File: config.mk
export PLATFORM = sky130hd
export DESIGN_NAME = vram_oam_arbiter
export DESIGN_NICKNAME = d
export VERILOG_FILES = /design/src/rtl/vram_oam_arbiter.sv
export SDC_FILE = /design/constraint.sdc
export NUM_CORES = 1
export LEC_CHECK = 0
export ABC_AREA = 0
export CORE_MARGIN = 3
export CORE_UTILIZATION = 38
export CTS_BUF_LIST = sky130_fd_sc_hd__clkbuf_16
export DETAILED_ROUTE_END_ITERATION = 10
export PLACE_DENSITY = 0.87
export SLEW_MARGIN = 40
export SYNTH_ARGS = -nofsm -noshare
export SYNTH_HDL_FRONTEND = slang
export SYNTH_SLANG_ARGS = --single-unit
File: constraint.sdc
create_clock -name clk_in -period 5.72 [get_ports clk_in]
set_clock_uncertainty 0.2 [all_clocks]
set_input_delay 1.144 -clock clk_in [delete_from_list [all_inputs] [get_ports clk_in]]
set_output_delay 1.144 -clock clk_in [all_outputs]
set_load 0.03 [all_outputs]
File: src/rtl/vram_oam_arbiter.sv
// VRAM / OAM port arbiter.
// Shares the single-ported VRAM and OAM between the CPU bus, the PPU fetch/scan
// logic and OAM DMA, applying the LCD mode locks. The CPU side runs a small
// four-state access FSM; PPU and DMA requests drive the ports in the same cycle.
module vram_oam_arbiter #(
    parameter int VRAM_AW = 13,
    parameter int OAM_AW  = 8,
    parameter int DW      = 8
) (
    input  logic               clk_in,
    input  logic               rst_in,
    input  logic               lcd_en_in,
    input  logic [1:0]         ppu_mode_in,
    // CPU bus
    input  logic               cpu_req_in,
    input  logic               cpu_we_in,
    input  logic [15:0]        cpu_addr_in,
    input  logic [DW-1:0]      cpu_wdata_in,
    output logic               cpu_ack_out,
    output logic [DW-1:0]      cpu_rdata_out,
    // PPU VRAM fetch
    input  logic               ppu_vram_req_in,
    input  logic [VRAM_AW-1:0] ppu_vram_addr_in,
    output logic               ppu_vram_valid_out,
    output logic [DW-1:0]      ppu_vram_data_out,
    // PPU OAM scan
    input  logic               ppu_oam_req_in,
    input  logic [OAM_AW-1:0]  ppu_oam_addr_in,
    output logic               ppu_oam_valid_out,
    output logic [DW-1:0]      ppu_oam_data_out,
    // OAM DMA
    input  logic               dma_req_in,
    input  logic [OAM_AW-1:0]  dma_addr_in,
    input  logic [DW-1:0]      dma_wdata_in,
    // VRAM port
    output logic               vram_en_out,
    output logic               vram_we_out,
    output logic [VRAM_AW-1:0] vram_addr_out,
    output logic [DW-1:0]      vram_wdata_out,
    input  logic [DW-1:0]      vram_rdata_in,
    // OAM port
    output logic               oam_en_out,
    output logic               oam_we_out,
    output logic [OAM_AW-1:0]  oam_addr_out,
    output logic [DW-1:0]      oam_wdata_out,
    input  logic [DW-1:0]      oam_rdata_in
);

    typedef enum logic [1:0] {
        S_IDLE  = 2'd0,
        S_ISSUE = 2'd1,
        S_WAIT  = 2'd2,
        S_ACK   = 2'd3
    } cpu_state_t;

    // Only the first 160 OAM bytes exist; everything above reads as open bus.
    localparam logic [OAM_AW-1:0] OAM_SIZE   = OAM_AW'(160);
    localparam logic [DW-1:0]     RD_BLOCKED = {DW{1'b1}};

    cpu_state_t         state_q, state_d;
    logic [15:0]        cpu_addr_q, cpu_addr_d;
    logic               cpu_we_q, cpu_we_d;
    logic [DW-1:0]      cpu_wdata_q, cpu_wdata_d;
    logic               blocked_q, blocked_d;
    logic [DW-1:0]      rdata_q, rdata_d;
    logic               ppu_vram_valid_q;
    logic               ppu_oam_valid_q;
    logic               ppu_oam_oob_q;

    logic               vram_lock;
    logic               oam_lock;
    logic               cpu_hits_vram;
    logic               cpu_hits_oam;
    logic [VRAM_AW-1:0] cpu_vram_addr;
    logic [OAM_AW-1:0]  cpu_oam_addr;
    logic               cpu_blocked_now;
    logic               cpu_port_busy;
    logic               cpu_vram_go;
    logic               cpu_oam_go;

    logic               ppu_vram_gnt;
    logic               dma_gnt;
    logic               ppu_oam_win;
    logic               ppu_oam_gnt;

    // Mode locks: VRAM is closed in Draw, OAM in OAMScan/Draw and while DMA runs.
    assign vram_lock = lcd_en_in & (ppu_mode_in == 2'd3);
    assign oam_lock  = dma_req_in | (lcd_en_in & ppu_mode_in[1]);

    // CPU address decode on the latched access.
    assign cpu_hits_vram = (cpu_addr_q[15:13] == 3'b100);
    assign cpu_hits_oam  = (cpu_addr_q[15:8] == 8'hFE) && (cpu_addr_q[7:0] < 8'd160);
    assign cpu_vram_addr = cpu_addr_q[VRAM_AW-1:0];
    assign cpu_oam_addr  = OAM_AW'(cpu_addr_q[7:0]);

    // Same-cycle grants for the higher-priority requesters; nothing reaches a
    // memory port while reset is held.
    assign ppu_vram_gnt = ~rst_in & ppu_vram_req_in;
    assign dma_gnt      = ~rst_in & dma_req_in & (dma_addr_in < OAM_SIZE);
    assign ppu_oam_win  = ~rst_in & ppu_oam_req_in & ~dma_req_in;
    assign ppu_oam_gnt  = ppu_oam_win & (ppu_oam_addr_in < OAM_SIZE);

    // Unmapped targets are treated exactly like locked ones.
    assign cpu_blocked_now = ~(cpu_hits_vram | cpu_hits_oam)
                           | (cpu_hits_vram & vram_lock)
                           | (cpu_hits_oam & oam_lock);
    assign cpu_port_busy   = (cpu_hits_vram & ppu_vram_gnt)
                           | (cpu_hits_oam & (dma_gnt | ppu_oam_gnt));

    // CPU access FSM: next state, latched request fields and completion data.
    always_comb begin
        state_d     = state_q;
        cpu_addr_d  = cpu_addr_q;
        cpu_we_d    = cpu_we_q;
        cpu_wdata_d = cpu_wdata_q;
        blocked_d   = blocked_q;
        rdata_d     = rdata_q;
        cpu_vram_go = 1'b0;
        cpu_oam_go  = 1'b0;
        cpu_ack_out = 1'b0;
        case (state_q)
            S_IDLE: begin
                if (cpu_req_in) begin
                    cpu_addr_d  = cpu_addr_in;
                    cpu_we_d    = cpu_we_in;
                    cpu_wdata_d = cpu_wdata_in;
                    blocked_d   = 1'b0;
                    state_d     = S_ISSUE;
                end
            end
            S_ISSUE: begin
                // The lock is checked before the grant so a lock arriving in the
                // grant cycle still blocks the access.
                if (cpu_blocked_now) begin
                    blocked_d = 1'b1;
                    state_d   = S_WAIT;
                end else if (!cpu_port_busy) begin
                    cpu_vram_go = cpu_hits_vram;
                    cpu_oam_go  = cpu_hits_oam;
                    blocked_d   = 1'b0;
                    state_d     = S_WAIT;
                end
            end
            S_WAIT: begin
                if (blocked_q || cpu_we_q) begin
                    rdata_d = RD_BLOCKED;
                end else if (cpu_hits_vram) begin
                    rdata_d = vram_rdata_in;
                end else begin
                    rdata_d = oam_rdata_in;
                end
                state_d = S_ACK;
            end
            S_ACK: begin
                cpu_ack_out = 1'b1;
                state_d     = S_IDLE;
            end
            default: state_d = S_IDLE;
        endcase
    end

    // VRAM port mux: PPU fetch wins over the CPU.
    always_comb begin
        vram_en_out    = 1'b0;
        vram_we_out    = 1'b0;
        vram_addr_out  = '0;
        vram_wdata_out = '0;
        if (ppu_vram_gnt) begin
            vram_en_out   = 1'b1;
            vram_addr_out = ppu_vram_addr_in;
        end else if (cpu_vram_go) begin
            vram_en_out    = 1'b1;
            vram_we_out    = cpu_we_q;
            vram_addr_out  = cpu_vram_addr;
            vram_wdata_out = cpu_wdata_q;
        end
    end

    // OAM port mux: DMA wins over the PPU scan, which wins over the CPU.
    always_comb begin
        oam_en_out    = 1'b0;
        oam_we_out    = 1'b0;
        oam_addr_out  = '0;
        oam_wdata_out = '0;
        if (dma_gnt) begin
            oam_en_out    = 1'b1;
            oam_we_out    = 1'b1;
            oam_addr_out  = dma_addr_in;
            oam_wdata_out = dma_wdata_in;
        end else if (ppu_oam_gnt) begin
            oam_en_out   = 1'b1;
            oam_addr_out = ppu_oam_addr_in;
        end else if (cpu_oam_go) begin
            oam_en_out    = 1'b1;
            oam_we_out    = cpu_we_q;
            oam_addr_out  = cpu_oam_addr;
            oam_wdata_out = cpu_wdata_q;
        end
    end

    // Control state and PPU valid pulses; reset aborts any access in flight.
    always_ff @(posedge clk_in or posedge rst_in) begin
        if (rst_in) begin
            state_q          <= S_IDLE;
            blocked_q        <= 1'b0;
            rdata_q          <= RD_BLOCKED;
            ppu_vram_valid_q <= 1'b0;
            ppu_oam_valid_q  <= 1'b0;
            ppu_oam_oob_q    <= 1'b0;
        end else begin
            state_q          <= state_d;
            blocked_q        <= blocked_d;
            rdata_q          <= rdata_d;
            ppu_vram_valid_q <= ppu_vram_gnt;
            ppu_oam_valid_q  <= ppu_oam_win;
            ppu_oam_oob_q    <= ~(ppu_oam_addr_in < OAM_SIZE);
        end
    end

    // Latched CPU request fields; only meaningful while the FSM is busy.
    always_ff @(posedge clk_in) begin
        cpu_addr_q  <= cpu_addr_d;
        cpu_we_q    <= cpu_we_d;
        cpu_wdata_q <= cpu_wdata_d;
    end

    assign cpu_rdata_out      = rdata_q;
    assign ppu_vram_valid_out = ppu_vram_valid_q;
    assign ppu_vram_data_out  = vram_rdata_in;
    assign ppu_oam_valid_out  = ppu_oam_valid_q;
    assign ppu_oam_data_out   = ppu_oam_oob_q ? RD_BLOCKED : oam_rdata_in;

endmodule

* Word-level counts from Yosys, hierarchy flattened *
Cells that the tools add are included.

cells by class
  add/subtract/negate cells = 0
  multiply operators = 0
  div/mod/pow operators = 0
  $lt $le $gt $ge = 3
  equality and inequality tests = 8
  shift operators = 0
  mux-type cells = 38
  bitwise gates (word level) = 22
  reduce and logical (&&, ||, !) cells = 7

operators by type and width
  cell                count
  $mux 8              11
  $mux 13             2
  $lt 8x8->1 const B  3
  $mux 1              20
  $and 1x1->1         12
  $eq 8x8->1 const B  1
  $pmux 2 s4          1
  $eq 2x2->1 const B  3
  $mux 2              3
  $or 1x1->1          6
  $not 1->1           4
  $reduce_and 2->1    2
  $eq 3x3->1 const B  1
  $ne 3x3->1 const B  1
  $reduce_and 3->1    1
  $eq 2x1->1 const B  1
  $logic_not 2->1     1
  $ne 2x2->1 const B  1
  $pmux 1 s2          1
  $reduce_bool 2->1   1
  $logic_and 1x1->1   1
  $logic_or 1x1->1    1

storage, ports and cells
  flip-flop bits (word level) = 39
  bits in latches = 0
  bits in writable memories = 0
  ROM bits = 0
  logic and storage cells = 87
  memories = 0

* Depth between registers and ports, before layout *
Gate-level depths: netlist (run 1).

  depth after elaboration = 13
  depth in mapped cells = 8

* Worst setup path after synthesis (run 1) *
Ideal clock, no wire load.

  path type = input-to-output
  start point = input port rst_in
  end point = output port oam_we_out
  arrival time = 2.930 ns
  setup slack = 1.446 ns
  cell stages on the path = 7
  buffers on the path = 1
  cells stage by stage = inv_1 -> nand2_1 -> inv_1 -> a22o_1 -> or2_1 -> buf_6 -> o31ai_1

on the way
  longest elaborated chain between the ends = 13
  elaborated cells on any way between the ends = 17
  classes of those cells = mux: 6; bitwise: 11

RTL lines
  item                       line         source
  start: declaration         11           input logic rst_in,
  $not 1->1 (*)              98, 99, 100
  $and 1x1->1 (2 in series)  100          assign ppu_oam_win = ~rst_in & ppu_oam_req_in & ~dma_req_in;
  $and 1x1->1                101          assign ppu_oam_gnt = ppu_oam_win & (ppu_oam_addr_in < OAM_SIZE);
  $or 1x1->1                 108          | (cpu_hits_oam & (dma_gnt | ppu_oam_gnt));
  $and 1x1->1                108
  $or 1x1->1                 108
  $mux 1                     137          end else if (!cpu_port_busy) begin
  $mux 1                     134          if (cpu_blocked_now) begin
  $mux 1                     121          case (state_q)
  $mux 1                     193          end else if (cpu_oam_go) begin
  $mux 1                     190          end else if (ppu_oam_gnt) begin
  $mux 1 (*)                 185          if (dma_gnt) begin
  end: declaration           43           output logic oam_we_out,

Mark *: on every way between the ends. The rest lies on a longest branch, timed or not.

* Worst setup path in the final report (run 1) *
  start point = input port rst_in
  end point = output port oam_addr_out[7]

on the way
  longest elaborated chain between the ends = 13
  elaborated cells on any way between the ends = 17
  classes of those cells = mux: 6; bitwise: 11

RTL lines
  item                       line         source
  $not 1->1 (*)              98, 99, 100
  $and 1x1->1 (2 in series)  100
  $and 1x1->1                101
  $or 1x1->1                 108
  $and 1x1->1                108
  $or 1x1->1                 108
  $mux 1                     137
  $mux 1                     134
  $mux 1                     121
  $mux 8                     193
  $mux 8                     190
  $mux 8 (*)                 185
  end: declaration           44           output logic [OAM_AW-1:0] oam_addr_out,

Marked as above.

==> reports/results.txt, run 1 <==
RSZ-0062 raised after global routing: false
Tot Pwr: 1.24 mW
total number of vias: 2271
Crit Path Class: input port to output pin
Period Utilization, post-route: 0.901
register area share after synthesis: 0.496
synth warn: 0
NumNets Final: 464
final WL: 7200 microns
Initial Utilization: 0.399
Root Buffer: clkbuf_16
# Max-Cap Violations: 0
synth-to-layout area growth: 77.0%
Static Leak: 1.48 nW
metal2 WL: 3780 microns
multi-input logic area: 988 sq um
Final Non-Filler Cells: 445
placed inst area: 3790 sq um
power per cell area: 313 nW/um^2
crit start category: input port
Async SR Flop Fraction: 0.359
CP Data Arrival Time: 3.81 ns
Post-Syn Area: 2240 sq um
Slew Limit Fails: 0
initial antenna violation count: 0
first-pass GRT wire length: 10600 microns
DR WL met3: 632 microns
ANT nets after route: 0
1st-pass router iterations: 4
ys flop type: edfxtp_1
Period minus WS final: 5.15 ns
clk buf depth: 2
Overall Global Routing Usage: 0.207
Seq cells post-synth: 39
share of layout cells above drive strength 1: 0.134
CTS buffer count: 5
Clk pin slew, worst setup/hold paths: 0.05 ns
Post-Syn Nets: 315
pre-CTS setup slack: 0.432 ns
CTS resizes: 0
register area: 1110 sq um
Post CTS Setup Buffer Count: 0
Setup crit end kind: output pin
Critical Path Fanout Max: 18
post-route setup slack: 0.566 ns
clock sink total: 39
Post-Syn Instances: 223
Top Layer Used: met4
Cell variety after synth: 46
most common cell after layout, fill and taps aside: clkdlybuf4s50_1
EDFF count, synth: 25
vias in the first global route: 2211
Chip Height: 82.8 microns
Tightest Hold Check Type: register to register
Max Clk Rate: 194 MHz
Slew @ Worst Pin: 0.758 ns
DP Cell Count: 437
Cell Rows: 27
Design Area, Final: 3960 sq um
WL/cell: 16.2 microns
filler instances: 442
H-tree depth: 2
DIE WIDTH: 82.8 microns
final setup violation count: 0
grt ovf: 0
initial detailed-routing violation count: 154
setup_tns: 0 ns
die area: 6850 sq um
WP data required: 4.38 ns
final-report hold violation count: 0
VDD IR max: 0.184 mV
I/O Pins: 155
core outline area: 5610 sq um
pin count of the biggest net entering global routing: 27
commonest non-fill, non-tap cells in the layout: clkdlybuf4s50_1, nand2_1, edfxtp_1, nor2_1, o21ai_0
met1 WL: 2640 microns
clk_lat worst skew: 0.27 ns
Mean Syn Cell Area: 10.0 sq um
status: finished clean
hold buffers post-CTS: 0
CTS tree: yes
RePlAce Congestion: 0.769
Slew HR: 0.492
Via density: 5.10
Antenna Cells: 0
# port buffers: 154
Detailed Place HPWL: 5670 microns
residual DRC count: 0
path summary, 6_finish.rpt:
kind	slack [ns]	endpoint	depth (start not counted)	from
max in group asynchronous	3.99	cpu_rdata_out[2]$_DFFE_PP1P_	3	rst_in
min in group asynchronous	1.10	ppu_vram_valid_out$_DFF_PP0_	3	rst_in
worst min-delay path	0.28	cpu_rdata_out[3]$_DFFE_PP1P_	2	cpu_rdata_out[3]$_DFFE_PP1P_
worst min register to register	0.28	cpu_rdata_out[3]$_DFFE_PP1P_	2	cpu_rdata_out[3]$_DFFE_PP1P_
worst max-delay path	0.57	oam_addr_out[7]	7	rst_in
worst max register to register	3.45	state_q[1]$_DFFE_PP0P_	5	cpu_addr_q[13]$_DFFE_PP_
registers in the layout (all words and copies together), names as in the netlist:
name and count:
cpu_addr_q 16, cpu_rdata_out 8, cpu_wdata_q 8, state_q 2
blocked_q 1, cpu_we_q 1, ppu_oam_oob_q 1, ppu_oam_valid_out 1
ppu_vram_valid_out 1
power by group:
group          switching [mW]  internal (mW)  leakage [nW]
Sequential             0.0390          0.397         0.388
Combinational           0.289          0.212          1.01
Clock                  0.0995          0.203        0.0812
Total                   0.428          0.812          1.48
cells in the mapped netlist, types with 2 or more instances:
cell type | number | share of area
o21a_1 | 2 | 0.0067
buf_4 | 8 | 0.027
nand2b_1 | 2 | 0.0056
edfxtp_1 | 25 | 0.34
a22oi_1 | 7 | 0.023
a31oi_1 | 8 | 0.022
or2_2 | 8 | 0.022
a22o_1 | 9 | 0.035
o21ai_2 | 9 | 0.035
clkbuf_1 | 5 | 0.0084
inv_1 | 8 | 0.013
ha_1 | 5 | 0.028
nand2_1 | 50 | 0.084
buf_2 | 2 | 0.0045
o21ai_0 | 13 | 0.029
nor2_1 | 20 | 0.034
dfrtp_1 | 6 | 0.067
dfstp_2 | 8 | 0.094
critical path, stage by stage:
cell             delay (ns)
clkdlybuf4s50_1        0.50
nand2b_1               0.22
o22ai_2                0.13
a22o_1                 0.25
or2_2                  0.50
o41ai_4                0.33
clkdlybuf4s50_1        0.74
stage by stage:
step / util / hold WS (ns)
floorplan: - / 0.312
global placement: 0.676 / 0.276
detailed placement: 0.676 / 0.278
CTS: 0.706 / 0.285
global route: 0.707 / 0.314
finish: 0.707 / 0.285
final cells by class:
class / instances / area share
repair buffers: 159 / 0.398
multi-input cells: 159 / 0.249
clock buffers: 5 / 0.0316
inverters: 8 / 0.00758
clock inverters: 3 / 0.00979
flip-flops and latches: 39 / 0.280
well taps: 72 / 0.0227
logic make-up (layout without fill, tap and decap cells):
family,count (synthesis),after routing,share of synthesized area
and+or+nand+nor,93,93,0.197
adders and majority gates,5,5,0.0279
AOI/OAI and AO/OA,59,59,0.204
muxes,2,2,0.00950
DFF,39,39,0.496
buffers and inverters,25,175,0.0648
routing by layer:
metal	up-vias	global-route usage
li1	1083	-
met3	16	0.0672
met2	114	0.358
met4	0	0.0752
met1	1058	0.239
met5	-	0
(Power assumes the default switching activity.)
==> inputs of run 2 (changes only) <==
--- a/config.mk
+++ b/config.mk
@@ -6,6 +6,7 @@
 export NUM_CORES = 1
 export LEC_CHECK = 0
 export ABC_AREA = 0
+export CAP_MARGIN = 10
 export CORE_MARGIN = 3
 export CORE_UTILIZATION = 38
 export CTS_BUF_LIST = sky130_fd_sc_hd__clkbuf_16
==> results of run 2 <==
Same layout as run 1: the final DEF is identical, and so are final timing and power.
==> inputs of run 3 (changes only) <==
--- a/config.mk
+++ b/config.mk
@@ -11,6 +11,7 @@
 export CORE_UTILIZATION = 38
 export CTS_BUF_LIST = sky130_fd_sc_hd__clkbuf_16
 export DETAILED_ROUTE_END_ITERATION = 10
+export GPL_ROUTABILITY_DRIVEN = 0
 export PLACE_DENSITY = 0.87
 export SLEW_MARGIN = 40
 export SYNTH_ARGS = -nofsm -noshare
==> results of run 3 <==
Same layout as run 1: the final DEF is identical, and so are final timing and power.
